### src/rtl/uart_ctrl_if.sv
// Bus and UART-side signal bundle for uart_ctrl; slave = the controller, master = CPU bus decode plus UART RX/TX.
interface uart_ctrl_if;
    logic [31:0] addr;
    logic        rd;
    logic        we;
    logic [31:0] wdata;
    logic [31:0] rdata;
    logic [7:0]  rx_data;
    logic        rx_status;
    logic [7:0]  tx_data;
    logic        tx_en;
    logic        tx_busy;
    logic        irq;

    modport slave (
        input  addr, rd, we, wdata, rx_data, rx_status, tx_busy,
        output rdata, tx_data, tx_en, irq
    );

    modport master (
        output addr, rd, we, wdata, rx_data, rx_status, tx_busy,
        input  rdata, tx_data, tx_en, irq
    );
endinterface

### src/rtl/uart_ctrl.sv
// Memory-mapped UART controller: RX holding register with sticky overrun, TX FIFO drained by a launch/ack FSM.
// Optional macro UART_IRQ_EN adds a registered interrupt and the CON[6] irq_en bit.
module uart_ctrl #(
    parameter logic [31:0] BASE_ADDR   = 32'h4000_0018,
    parameter int          TX_DEPTH    = 4,
    parameter int          ACK_TIMEOUT = 255
) (
    input  logic        clk,
    input  logic        reset,
    uart_ctrl_if.slave  bus
);
    localparam int PW = $clog2(TX_DEPTH);
    localparam int CW = PW + 1;
    localparam int TW = $clog2(ACK_TIMEOUT + 1);
    localparam logic [CW-1:0] DEPTH_C   = CW'(TX_DEPTH);
    localparam logic [TW-1:0] TIMEOUT_C = TW'(ACK_TIMEOUT);

    localparam logic [29:0] RXD_W = BASE_ADDR[31:2];
    localparam logic [29:0] TXD_W = RXD_W + 30'd1;
    localparam logic [29:0] CON_W = RXD_W + 30'd2;

    localparam logic [1:0] TX_IDLE      = 2'd0;
    localparam logic [1:0] TX_LAUNCH    = 2'd1;
    localparam logic [1:0] TX_WAIT_ACK  = 2'd2;
    localparam logic [1:0] TX_WAIT_DONE = 2'd3;

    logic hit_rxd, hit_txd, hit_con;
    logic rxd_read, txd_wr, con_wr;

    assign hit_rxd  = (bus.addr[31:2] == RXD_W);
    assign hit_txd  = (bus.addr[31:2] == TXD_W);
    assign hit_con  = (bus.addr[31:2] == CON_W);
    assign rxd_read = bus.rd & hit_rxd;
    assign txd_wr   = bus.we & hit_txd;
    assign con_wr   = bus.we & hit_con;

    logic rx_s1, rx_s2, rx_s3;
    logic busy_s1, busy_s2;
    logic rx_capture;

    always_ff @(posedge clk) begin
        if (reset) begin
            rx_s1   <= 1'b0;
            rx_s2   <= 1'b0;
            rx_s3   <= 1'b0;
            busy_s1 <= 1'b0;
            busy_s2 <= 1'b0;
        end else begin
            rx_s1   <= bus.rx_status;
            rx_s2   <= rx_s1;
            rx_s3   <= rx_s2;
            busy_s1 <= bus.tx_busy;
            busy_s2 <= busy_s1;
        end
    end

    assign rx_capture = rx_s2 & ~rx_s3;

    logic [7:0] hold;
    logic       rx_valid;
    logic       rx_overrun;

    always_ff @(posedge clk) begin
        if (reset) begin
            hold       <= 8'h00;
            rx_valid   <= 1'b0;
            rx_overrun <= 1'b0;
        end else begin
            if (rx_capture) begin
                hold     <= bus.rx_data;
                rx_valid <= 1'b1;
            end else if (rxd_read) begin
                rx_valid <= 1'b0;
            end
            // A read in the capture cycle consumes the old byte, so no overrun.
            if (rx_capture && rx_valid && !rxd_read)
                rx_overrun <= 1'b1;
            else if (con_wr && bus.wdata[3])
                rx_overrun <= 1'b0;
        end
    end

    logic [7:0]    mem [TX_DEPTH];
    logic [PW-1:0] wr_ptr, rd_ptr;
    logic [CW-1:0] count;
    logic          tx_full, tx_empty, push, pop, drop_push;
    logic [1:0]    state;
    logic [TW-1:0] to_cnt;
    logic          timeout;
    logic          tx_drop;

    assign tx_full   = (count == DEPTH_C);
    assign tx_empty  = (count == '0);
    assign push      = txd_wr & ~tx_full;
    assign drop_push = txd_wr & tx_full;
    assign pop       = (state == TX_IDLE) & ~tx_empty;
    assign timeout   = (state == TX_WAIT_ACK) & ~busy_s2 & (to_cnt == TIMEOUT_C);

    always_ff @(posedge clk) begin
        if (push)
            mem[wr_ptr] <= bus.wdata[7:0];
    end

    always_ff @(posedge clk) begin
        if (reset) begin
            wr_ptr <= '0;
            rd_ptr <= '0;
            count  <= '0;
        end else begin
            if (push)
                wr_ptr <= wr_ptr + PW'(1);
            if (pop)
                rd_ptr <= rd_ptr + PW'(1);
            case ({push, pop})
                2'b10:   count <= count + CW'(1);
                2'b01:   count <= count - CW'(1);
                default: count <= count;
            endcase
        end
    end

    always_ff @(posedge clk) begin
        if (reset) begin
            state       <= TX_IDLE;
            bus.tx_data <= 8'h00;
            to_cnt      <= '0;
        end else begin
            case (state)
                TX_IDLE: begin
                    if (pop) begin
                        bus.tx_data <= mem[rd_ptr];
                        state       <= TX_LAUNCH;
                    end
                end
                TX_LAUNCH: begin
                    to_cnt <= '0;
                    state  <= TX_WAIT_ACK;
                end
                TX_WAIT_ACK: begin
                    if (busy_s2)
                        state <= TX_WAIT_DONE;
                    else if (timeout)
                        state <= TX_IDLE;
                    else
                        to_cnt <= to_cnt + TW'(1);
                end
                default: begin
                    if (!busy_s2)
                        state <= TX_IDLE;
                end
            endcase
        end
    end

    assign bus.tx_en = (state == TX_LAUNCH);

    always_ff @(posedge clk) begin
        if (reset)
            tx_drop <= 1'b0;
        else if (drop_push || timeout)
            tx_drop <= 1'b1;
        else if (con_wr && bus.wdata[4])
            tx_drop <= 1'b0;
    end

    logic irq_en;

`ifdef UART_IRQ_EN
    logic irq_en_q, irq_q;

    always_ff @(posedge clk) begin
        if (reset) begin
            irq_en_q <= 1'b0;
            irq_q    <= 1'b0;
        end else begin
            if (con_wr)
                irq_en_q <= bus.wdata[6];
            irq_q <= irq_en_q & (rx_valid | (tx_empty & (state == TX_IDLE)));
        end
    end

    assign irq_en  = irq_en_q;
    assign bus.irq = irq_q;
`else
    assign irq_en  = 1'b0;
    assign bus.irq = 1'b0;
`endif

    always_comb begin
        bus.rdata = 32'h0;
        if (bus.rd) begin
            if (hit_rxd)
                bus.rdata = {24'h0, hold};
            else if (hit_con)
                bus.rdata = {24'h0, 1'b0, irq_en, (state != TX_IDLE), tx_drop,
                             rx_overrun, tx_empty, tx_full, rx_valid};
        end
    end

    logic unused_bits;
    assign unused_bits = ^{bus.addr[1:0], bus.wdata[31:8], bus.wdata[5], bus.wdata[2:0]};

endmodule

### src/flat_wrapper.sv
// flat-port wrapper written by rule: the top's interface ports become plain ports
module uart_ctrl_flat 
#(
    parameter logic [31:0] BASE_ADDR   = 32'h4000_0018,
    parameter int          TX_DEPTH    = 4,
    parameter int          ACK_TIMEOUT = 255
)
  (clk, reset, bus_addr, bus_rd, bus_we, bus_wdata, bus_rx_data, bus_rx_status, bus_tx_busy, bus_rdata, bus_tx_data, bus_tx_en, bus_irq);
  uart_ctrl_if bus_i ();
  input  logic clk;
  input  logic reset;
  input wire logic [$bits(bus_i.addr)-1:0] bus_addr;
  input wire logic [$bits(bus_i.rd)-1:0] bus_rd;
  input wire logic [$bits(bus_i.we)-1:0] bus_we;
  input wire logic [$bits(bus_i.wdata)-1:0] bus_wdata;
  input wire logic [$bits(bus_i.rx_data)-1:0] bus_rx_data;
  input wire logic [$bits(bus_i.rx_status)-1:0] bus_rx_status;
  input wire logic [$bits(bus_i.tx_busy)-1:0] bus_tx_busy;
  output wire logic [$bits(bus_i.rdata)-1:0] bus_rdata;
  output wire logic [$bits(bus_i.tx_data)-1:0] bus_tx_data;
  output wire logic [$bits(bus_i.tx_en)-1:0] bus_tx_en;
  output wire logic [$bits(bus_i.irq)-1:0] bus_irq;
  assign bus_i.addr = bus_addr;
  assign bus_i.rd = bus_rd;
  assign bus_i.we = bus_we;
  assign bus_i.wdata = bus_wdata;
  assign bus_i.rx_data = bus_rx_data;
  assign bus_i.rx_status = bus_rx_status;
  assign bus_i.tx_busy = bus_tx_busy;
  assign bus_rdata = bus_i.rdata;
  assign bus_tx_data = bus_i.tx_data;
  assign bus_tx_en = bus_i.tx_en;
  assign bus_irq = bus_i.irq;
  uart_ctrl #(.BASE_ADDR(BASE_ADDR), .TX_DEPTH(TX_DEPTH), .ACK_TIMEOUT(ACK_TIMEOUT)) u_core (.clk(clk), .reset(reset), .bus(bus_i));
endmodule
### config.mk
export PLATFORM = sky130hd
export DESIGN_NAME = uart_ctrl_flat
export DESIGN_NICKNAME = d
export VERILOG_FILES = /design/src/rtl/uart_ctrl_if.sv /design/src/rtl/uart_ctrl.sv /design/src/flat_wrapper.sv
export SDC_FILE = /design/constraint.sdc
export NUM_CORES = 1
export LEC_CHECK = 0
export CAP_MARGIN = 20
export CELL_PAD_IN_SITES_DETAIL_PLACEMENT = 0
export CELL_PAD_IN_SITES_GLOBAL_PLACEMENT = 1
export CORE_ASPECT_RATIO = 1.1
export CORE_MARGIN = 2
export CORE_UTILIZATION = 34
export CTS_CLUSTER_SIZE = 10
export DETAILED_ROUTE_END_ITERATION = 10
export PLACE_DENSITY_LB_ADDON = 0.1
export SETUP_SLACK_MARGIN = 0.3
export SYNTH_ARGS = -nofsm -noshare
export SYNTH_HDL_FRONTEND = slang
export SYNTH_SLANG_ARGS = --single-unit
### constraint.sdc
create_clock -name clk -period 3.8 [get_ports clk]
set_clock_uncertainty 0.05 [all_clocks]
set_input_delay 1.14 -clock clk [delete_from_list [all_inputs] [get_ports clk]]
set_output_delay 1.14 -clock clk [all_outputs]
set_load 0.03 [all_outputs]
After elaboration in Yosys (flattened, before gate mapping)
Memories as Yosys holds them, arrays and structs flattened. A register that Yosys moved wholly into a read port is not among the register bits.
Index checks and enable logic that the tools add are counted.
{ "word_totals": {"reg_bits": 33, "ramBits": 32, "memories": 1} }
{ "mem_list": {"columns": ["name", "words", "width", "read_ports", "rd_ports_with_merged_regs", "wr", "line_no", "source"], "rows": [
  ["u_core.mem", 4, 8, 1, 1, 1, "uart_ctrl.sv:83", "logic [7:0] mem [TX_DEPTH];"]
]} }
{ "op_classes": {"addsub": 5, "eq_ne": 14, "mux": 20, "bitwise_logic": 13, "reduce_logical": 17} }
{ "ops": {"columns": ["op", "n"], "rows": [
  ["equality test 30 x 29 -> 1 bit (second input constant)", 3],
  ["2-to-1 mux 32 bit", 2],
  ["2-to-1 mux 8 bit", 2],
  ["one-hot mux 8 bit (2 select lines)", 1],
  ["nonzero test 2 bit", 6],
  ["AND 1 bit", 9],
  ["adder 8 x 1 -> 8 bit (second input constant)", 1],
  ["equality test 8 bit (second input constant)", 1],
  ["2-to-1 mux 1 bit", 8],
  ["2-to-1 mux 2 bit", 4],
  ["2-to-1 mux 6 bit", 1],
  ["one-hot mux 2 bit (3 select lines)", 1],
  ["one-hot mux 3 bit (2 select lines)", 1],
  ["AND reduction 3 bit", 2],
  ["adder 2 x 1 -> 2 bit (second input constant)", 2],
  ["equality test 2 x 1 -> 1 bit (second input constant)", 2],
  ["equality test 2 bit (second input constant)", 2],
  ["logical AND 1 bit", 4],
  ["!= test 2 bit (second input constant)", 2],
  ["!= test 4 bit (second input constant)", 1],
  ["inverter 1 bit", 4],
  ["adder 3 x 1 -> 3 bit (second input constant)", 1],
  ["equality test 3 bit (second input constant)", 1],
  ["zero test 3 bit", 1],
  ["7 further kinds", 7]
]} }

Depth between registers and ports, before layout
Gate-level depths: netlist of the first run.
{ "depth": {"depth_word": 6, "ltp_mapped": 12} }

Least setup slack after synthesis of the first run
Ideal clock, no wire load.
{ "synth_path": {"path_type": "input-to-output", "start": "input bus_addr[21]", "end": "output bus_rdata[0]", "t_arrival_ns": 2.483, "path_slack_ns": 0.127, "stages": 4, "cell_sequence": "nor4_1 > nand4_1 > nor4_4 > a22o_1"} }
{ "synth_via": {"elab_chain_len": 4, "word_cells_on_any_way": 5, "cone_classes": "eq/ne (2); mux (3)"} }
{ "synth_rtl": {"columns": ["item", "line_no", "source"], "rows": [
  ["from (decl)", "flat_wrapper.sv:12", "input wire logic [$bits(bus_i.addr)-1:0] bus_addr;"],
  ["equality test 30 x 29 -> 1 bit", "uart_ctrl.sv:32", "assign hit_con = (bus.addr[31:2] == CON_W);"],
  ["2-to-1 mux 6 bit", "uart_ctrl.sv:194", "else if (hit_con)"],
  ["2-to-1 mux 32 bit (*)", "uart_ctrl.sv:192", "if (hit_rxd)"],
  ["2-to-1 mux 32 bit (*)", "uart_ctrl.sv:191", "if (bus.rd) begin"],
  ["to (decl)", "flat_wrapper.sv:19", "output wire logic [$bits(bus_i.rdata)-1:0] bus_rdata;"]
]} }
Every way passes the cells marked *; elsewhere a longest branch is shown, timed or not.

Worst setup path after layout of the first run
{ "layout_path": {"start": "input bus_addr[18]", "end": "output bus_rdata[1]"} }
Same word-level chain as after synthesis.

==> run metrics, run 1 <==
status finished, final reports clean; Port-buffer cells 68; met3 WL between 200 and 300 um; Tcrit/Tclk final 0.980; Yosys cell types 48; most frequent cells in the layout 41 x dfxtp_1, 38 x nand2_1, 32 x edfxtp_1; RSZ-0062 raised after global routing yes; Die X about 99 um; CP Launch Point bus_addr[18]; area leader, netlist edfxtp_1; Post-CTS Hold Fix Bufs 0; drc violations 0; Num CTS Buffers 9; nets@finish roughly 480; gpl congestion roughly 0.70; Synth top area share 0.282; worst hold margin between 0.3 and 0.4 ns; mux cell area share after synthesis 0.0587; vias per cell around 4.6; Ports 120; syn avg cell area roughly 11 um^2; final setup fails 0; Synth Flop Type dfxtp_1; global-route wire length before repair approximately 11000 um; fraction of layout cells with a size suffix above 1 0.251; 1st-pass router iterations 4; TNS Setup 0 ns; pre-CTS WS -0.308 ns; worst-skew pair later-pin latency about 0.34 ns; GRT Util Overall 0.131; clock slew at reported path FFs around 0.080 ns; Post-Synthesis Cells slightly above 300; Crit. End Element output pin; dpl cell area 0.00419 mm^2; clock share of power 0.346; Tmin final 3.72 ns; Fmax 269 MHz; Pint around 1.3 mW; xor and xnor area share after synthesis 0.0283; Net Sw Frac 0.292; required time worst endpoint about 2.6 ns; DRT met1 WL between 2000 and 3000 um; CTS tree built; worst-margin pin slew slightly below 0.7 ns; largest family of logic cells by synthesized area simple AND/OR/NAND/NOR gates; vias in the first global route between 2000 and 2500; final setup margin 0.0778 ns; synthesized flop and latch total 73; Initial Util 0.348; Routed WL 7070 um; Comb pwr share 0.184; commonest non-fill, non-tap cell in the layout dfxtp_1; Slew Limit Fails 0; synthesis-to-layout area growth 32.7%; Die H roughly 110 um; Static Leak around 1.7 nW; Compound-Gate Fraction of Synth Area 0.0774; 1st-iter DRT viols slightly above 70; Core ar. approximately 0.0098 mm^2; die area roughly 0.011 mm^2; vias post-DR between 2000 and 2500; Post-synth EDFFs 32; Yosys Warn Count 0; Clock Sinks between 70 and 80; sequential power share 0.470; CTS H-tree lvls 3; Root Buffer clkbuf_8; worst hold path class reg2reg; Crit Path Max Fanout 5; max-capacitance violation count 0; kind of critical path in2out; average wire per cell in the routed design around 14 um; initial antenna violation count 0; peak supply drop between 200 and 300 uV; # rows 38; # diodes 0; Max Used Layer met4; Max transition margin 0.545; Synth Area in Adders 0.0426; largest net degree at the start of global routing 17; top post-synthesis cells by area edfxtp_1 28%, dfxtp_1 24%, buf_4 5.5%; DP HPWL between 4000 and 5000 um; synthesized area about 0.0034 mm^2; Post-synth ARST share 0; Final Hold Viols 0; grt ovf 0; simple-gate share of the synthesized area 0.186; Met2 Wirelength around 3800 um; Critical R2R Launch u_core.state[1]$_SDFFE_PP0P_; worst hold path startpoint u_core.busy_s1$_SDFF_PP0_; post-route ant nets 0; CP Data Arrival Time 2.53 ns; Net Sw Power roughly 0.53 mW; final instance area about 0.0045 mm^2; Longest Clk Path Bufs 2; sequential fraction of the synthesis area 0.523; crit path launch type input pin; P per Cell Area between 400 and 500 mW/mm^2
-- path summary, 6_finish.rpt --
check	to	slack (ns)	depth (start not counted)
max	bus_rdata[1]	0.08	7
min	u_core.busy_s2$_SDFF_PP0_	0.40	1
max reg2reg	u_core.count[2]$_SDFFE_PP0P_	0.95	10
min reg2reg	u_core.busy_s2$_SDFF_PP0_	0.40	1
-- sequential cells by signal, summed over array words and instances (netlist names), 2 cells and up --
name and cells:
u_core.mem 32, u_core.wr_ptr 2, u_core.rd_ptr 2, u_core.hold 8, u_core.count 3, u_core.to_cnt 8
u_core.bus.tx_data 8, u_core.state 2
-- cells by family after synthesis --
kind of cell / Yosys count
XOR/XNOR: 11
other: 1
buffers and inverters: 50
adder cells (fa/ha/maj): 11
AO/OA/AOI/OAI: 40
AND/OR/NAND/NOR: 107
flip-flops: 73
multiplexers: 10
-- metrics by stage --
step | power (mW) | util | instances
after floorplan | 1.11 | - | 327
after global placement | 1.21 | 0.428 | 489
after detailed placement | 1.21 | 0.428 | 489
after CTS | 1.84 | 0.456 | 512
after global routing | 1.92 | 0.462 | 515
final | 1.81 | 0.462 | 515
-- metal layers --
metal  vias to the layer above  track usage
met3                         4       0.0455
met5                         -            0
met2                        48        0.226
met4                         0       0.0421
li1                       1190            -
met1                      1144        0.154
-- power by group through the flow --
| stage | logic, mW | registers, mW | clock network [mW] |
|---|---|---|---|
| after floorplan | 0.241 | 0.867 | 0 |
| after global placement | 0.338 | 0.872 | 0 |
| after detailed placement | 0.336 | 0.871 | 0 |
| after CTS | 0.334 | 0.853 | 0.657 |
| after global routing | 0.369 | 0.857 | 0.690 |
| final | 0.333 | 0.854 | 0.628 |
-- cell type report --
type / count / area [um^2]
fill: 924 / 5270
sequential: 73 / 1780
multi-input combinational: 204 / 1550
timing repair buffer: 87 / 779
tap: 120 / 150
clock buffer: 9 / 124
clock inverter: 7 / 82.6
inverter: 15 / 56.3
-- what timing repair did --
action	4_1_cts	5_1_grt
cloned	1	0
buffers inserted	6	3
gates resized for setup	109	9
endpoints found under the setup margin	8	9
pin swaps	18	6
-- synthesized netlist by cell type (2+ instances only) --
cell,n
a21oi_1,23
nor3_1,3
mux4_2,8
clkbuf_1,3
nand2b_1,4
or3b_1,2
and2_2,4
nor4_4,4
ha_1,10
xor2_1,5
xnor2_1,6
nand4_1,5
o32ai_1,2
nor2_1,23
buf_1,4
nor4_1,4
nand3_1,2
and2_1,2
mux2i_1,2
a211oi_1,2
nand2_1,38
a22o_1,5
buf_2,3
inv_1,15
edfxtp_1,32
dfxtp_1,41
buf_4,25
nor2b_1,6
-- worst max-delay path, stage by stage --
cell	delay [ns]
dlygate4sd2_1	0.26
nor4_4	0.15
nand4_1	0.22
nor4_4	0.31
buf_6	0.17
a32o_2	0.14
buf_6	0.13
Power figures use the tool's default switching activity.
==> inputs of run 2 (changes only) <==
SETUP_SLACK_MARGIN = unset   (was 0.3)
clock period = 3.7 ns   (was 3.8 ns; I/O delays follow)
==> run 2 against run 1 <==
Net effect:
- the flow now finishes with violations (negative setup slack)
- wire length is 0.96% higher
- non-clock buffer count shrank 2
- critical endpoint unchanged
- sequential share of layout area grew 0.71 points
- sequential power increased by 2.6%
- die area unchanged
- via count shrank 2.3%
==> run metrics, run 2 (synthesized netlist as in run 1, its figures left out) <==
Die X 99.5 um; most frequent cells in the layout 41 x dfxtp_1, 38 x nand2_1, 34 x clkdlybuf4s50_1; vias per cell between 4 and 5; Initial Util 0.348; Port-buffer cells 68; worst hold path startpoint u_core.rx_s1$_SDFF_PP0_; Slew Limit Fails 0; fraction of layout cells with a size suffix above 1 0.216; average wire per cell in the routed design roughly 14 um; Largest register FFs 32; gpl congestion approximately 0.71; register cell area after layout 0.00178 mm^2; hold path depth 1; GRT Util Overall 0.138; 1st-pass router iterations 4; Fmax ~270 MHz; CP max-delay cell nor4_4; Static Leak 1.61 nW; Clock Sinks 73; vias in the first global route 2265; # rows 38; Num CTS Buffers 9; CTS tree built; worst hold margin approximately 0.39 ns; die area between 0.01 and 0.015 mm^2; worst reg-to-reg path cell count 10; CP peak stage delay roughly 0.26 ns; Routed WL between 7000 and 8000 um; required time worst endpoint about 2.5 ns; CTS H-tree lvls 3; synthesis-to-layout area growth 30.3%; largest net degree at the start of global routing 20; CP Cell Sequence buf_6 > nor4_4 > buf_4 > nand4_1 > buf_4 > nor3b_2 > buf_4 > a32o_2 > buf_6; Ports 120; final setup margin -0.0648 ns; max-capacitance violation count 0; CP Data Arrival Time ~2.6 ns; worst-skew pair later-pin latency 0.34 ns; Critical R2R Launch u_core.state[1]$_SDFFE_PP0P_; Final Hold Viols 0; peak supply drop 263 uV; Tcrit/Tclk final 1.02; vias post-DR between 2000 and 2500; grt ovf 0; register with the highest flop count u_core.mem; 1st-iter DRT viols a little over 70; CP dominant cell by count buf_4; final instance area 0.00444 mm^2; kind of critical path in2out; fill count approximately 960; worst r2r dst u_core.count[2]$_SDFFE_PP0P_; failing checks negative setup slack; RSZ-0062 raised after global routing yes; area occupied by multi-input gates approximately 0.0015 mm^2; Max transition margin 0.513; nets@finish ~480; Hold EP u_core.rx_s2$_SDFF_PP0_; crit path launch type input pin; Crit Path Max Fanout 6; status finished with violations; global-route wire length before repair ~11000 um; Crit. End Element output pin; worst hold path class reg2reg; Tmin final 3.76 ns; dpl cell area 0.00418 mm^2; P per Cell Area 420 mW/mm^2; r2r setup slk 0.96 ns; drc violations 0; post-route ant nets 0; commonest non-fill, non-tap cell in the layout dfxtp_1; final setup fails 8; initial antenna violation count 0; DP HPWL slightly above 5000 um; # diodes 0; Post-CTS Hold Fix Bufs 0; Core ar. around 0.0098 mm^2; Root Buffer clkbuf_8; clock slew at reported path FFs approximately 0.080 ns; worst-margin pin slew between 0.7 and 0.8 ns; Longest Clk Path Bufs 2; Die H approximately 110 um
## run 2: how the worst max path moves through the flow
stage / to / cells past startpoint / slack (ns) / startpoint
6_report: bus_rdata[1] / 9 / -0.06 / bus_addr[25]
5_1_grt: bus_rdata[1] / 9 / -0.14 / bus_addr[25]
4_1_cts: bus_rdata[3] / 8 / -0.08 / bus_addr[26]
3_5_place_dp: bus_rdata[4] / 7 / -0.45 / bus_addr[21]
3_3_place_gp: bus_rdata[4] / 8 / -0.44 / bus_addr[18]
2_1_floorplan: bus_rdata[0] / 4 / 0.09 / bus_addr[21]
## run 2: critical path, delay by kind of cell
kind | cells | cell delay [ns]
and+or+nand+nor | 3 | 0.58
buffers and inverters | 5 | 0.73
AOI/OAI and AO/OA | 1 | 0.18
## run 2: through the flow
stage	cells	TNS [ns]	worst slack, ns	total power [mW]	util
2_1_floorplan	327	0	0.0872	1.14	-
3_3_place_gp	493	-3.38	-0.444	1.24	0.427
6_report	513	-0.296	-0.0648	1.87	0.454
5_1_grt	513	-0.992	-0.145	1.97	0.454
4_1_cts	513	-0.532	-0.0765	1.89	0.454
3_5_place_dp	493	-3.48	-0.454	1.24	0.427
## run 2: report_power, final
| part | switching (mW) | leakage [nW] | total, mW | internal [mW] |
|---|---|---|---|---|
| Clock | 0.328 | 0.102 | 0.651 | 0.323 |
| Combinational | 0.203 | 0.891 | 0.340 | 0.137 |
| Sequential | 0.0179 | 0.620 | 0.876 | 0.858 |
## run 2: layout make-up
class                           instances  share of cell area
Sequential cell                        73               0.401
Inverter                               15              0.0127
Clock inverter                          7              0.0189
Tap cell                              120              0.0338
Multi-Input combinational cell        204               0.336
Clock buffer                            9              0.0279
Timing Repair Buffer                   85               0.170
## run 2: what timing repair did
| action | CTS | global route |
|---|---|---|
| endpoints found under the hold margin | 0 | 0 |
| gates cloned | 1 | 0 |
| resized for setup | 87 | 5 |
| pin swaps | 17 | 12 |
| setup endpoints to repair | 8 | 8 |
| buffers inserted | 3 | 0 |
## run 2: layer usage
| metal | wire length [um] | vias up | GRT usage |
|---|---|---|---|
| li1 | - | 1186 | - |
| met1 | 3090 | 1099 | 0.167 |
| met2 | 3710 | 41 | 0.235 |
| met3 | 238 | 6 | 0.0378 |
| met4 | 91 | 0 | 0.0499 |
| met5 | 0 | - | 0 |
==> inputs of run 3 (changes only) <==
CAP_MARGIN = unset   (was 20)
GPL_TIMING_DRIVEN = 0   (was unset)
==> run 3 against run 2 <==
Net effect:
- the run still ends with negative setup slack left
- sequential power barely moved
- clock power is 14% higher
- wire length is 3.0% higher
- clock-buffer cell count unchanged
- sequential share of layout area shrank 2.2 points
- register-to-register slack better by 0.12 ns
- combinational power is 5% higher
- highest routed layer unchanged
==> run metrics, run 3 (synthesized netlist as in run 1, its figures left out) <==
grt ovf 0; worst-skew pair later-pin latency ~0.35 ns; commonest non-fill, non-tap cell in the layout dfxtp_1; peak supply drop 251 uV; CP max-delay cell nor4_4; Crit Path Max Fanout 4; initial antenna violation count 0; Slew Limit Fails 0; Clock Sinks 73; max-capacitance violation count 0; failing checks negative setup slack; DP HPWL about 5300 um; kind of critical path in2out; Longest Clk Path Bufs 2; RSZ-0062 raised after global routing yes; Final Hold Viols 0; post-route ant nets 0; status finished with violations; Tmin final between 3 and 4 ns; Crit path max-delay family simple AND/OR/NAND/NOR gates; nets@finish between 500 and 600; final setup margin -0.0442 ns; vias per cell around 4.5; clock slew at reported path FFs 0.08 ns; Num CTS Buffers 9; 1st-iter DRT viols approximately 70; drc violations 0; average wire per cell in the routed design 13.5 um; crit path launch type input pin; GRT Util Overall 0.141; P per Cell Area roughly 420 mW/mm^2; CP peak stage delay between 0.2 and 0.3 ns; # rows 38; required time worst endpoint 2.54 ns; vias post-DR approximately 2500; die area about 0.011 mm^2; pre-CTS WS -1.19 ns; vias in the first global route 2420; worst hold path class reg2reg; Largest register FFs 32; Tcrit/Tclk final 1.01; Crit. End Element output pin; Die X 99.5 um; Core ar. 0.00979 mm^2; Buf/Inv on CP 4; final setup fails 6; largest net degree at the start of global routing 16; Root Buffer clkbuf_8; CTS tree built; gpl congestion between 0.7 and 0.8; worst-margin pin slew between 0.5 and 0.6 ns; Initial Util 0.348; Port-buffer cells 67; CTS H-tree lvls 3; post-layout util 0.480; Die H roughly 110 um; Fmax approximately 270 MHz; # diodes 0; CP Cell Sequence clkbuf_2 > nor4_4 > nand4_1 > buf_6 > nor4_4 > buf_4 > a22o_1 > buf_6; register with the highest flop count u_core.mem; CP Data Arrival Time about 2.6 ns; 1st-pass router iterations 4; global-route wire length before repair approximately 12000 um; Ports 120; Routed WL about 7400 um; most frequent cells in the layout 41 x dfxtp_1, 38 x nand2_1, 37 x buf_4; fraction of layout cells with a size suffix above 1 0.268; Max transition margin 0.627; Static Leak approximately 1.8 nW; synthesis-to-layout area growth 37.8%
==> run 3: cell types whose count changed in the layout (fill, tap and decap cells not counted), sizes merged, moves of 2 or more <==
cell           delta
buf              +27
clkbuf           +10
clkdlybuf4s50     -5
clkinv            -2
dlymetal6s2s      +2
==> run 3: final cells by class <==
cell class	count	area, um^2
inverter	15	56.3
sequential	73	1780
clock buffer	9	124
buffer	35	229
timing repair buffer	83	741
multi-input combinational	204	1510
fill	912	5100
clock inverter	7	110
tap	120	150
==> run 3: worst min-delay path: cells and delay by family, from the launching register on <==
family	cells	cell delay (ns)
DFF	1	0.31
AOI/OAI and AO/OA	1	0.05
and+or+nand+nor	1	0.05
==> run 3: what timing repair did <==
item	4_1_cts	5_1_grt
pin swaps	14	15
gates cloned	0	1
endpoints found under the setup margin	8	9
buffers inserted	9	6
resized for setup	119	35
hold buffers	0	0
==> run 3: final timing paths <==
path | from | endpoint | slack [ns] | cells past startpoint
min reg2reg | u_core.hold[6]$_SDFFE_PP0P_ | u_core.hold[6]$_SDFFE_PP0P_ | 0.41 | 2
max reg2reg | u_core.state[1]$_SDFFE_PP0P_ | u_core.count[2]$_SDFFE_PP0P_ | 1.08 | 12
max | bus_addr[20] | bus_rdata[4] | -0.04 | 8
min | u_core.hold[6]$_SDFFE_PP0P_ | u_core.hold[6]$_SDFFE_PP0P_ | 0.41 | 2
==> run 3: through the flow <==
step / total power [mW] / TNS [ns] / instance area, um^2 / hold WS, ns / instances
2_1_floorplan: 1.14 / 0 / 3500 / 0.364 / 327
3_3_place_gp: 1.26 / -9.27 / 4320 / 0.380 / 514
3_5_place_dp: 1.26 / -9.54 / 4320 / 0.385 / 514
4_1_cts: 2.00 / 0 / 4620 / 0.408 / 539
5_1_grt: 2.08 / -0.639 / 4700 / 0.426 / 546
6_report: 1.97 / -0.169 / 4700 / 0.405 / 546
==> run 3: per-layer routing <==
metal	up-vias	GRT usage	wire length (um)
li1	1255	-	-
met1	1137	0.165	3120
met2	58	0.241	3760
met3	15	0.0327	286
met4	0	0.0705	178
met5	-	0	0
==> run 3: report_power, final <==
part,switching (mW),internal [mW]
Combinational,0.207,0.151
Sequential,0.0179,0.858
Clock,0.343,0.396
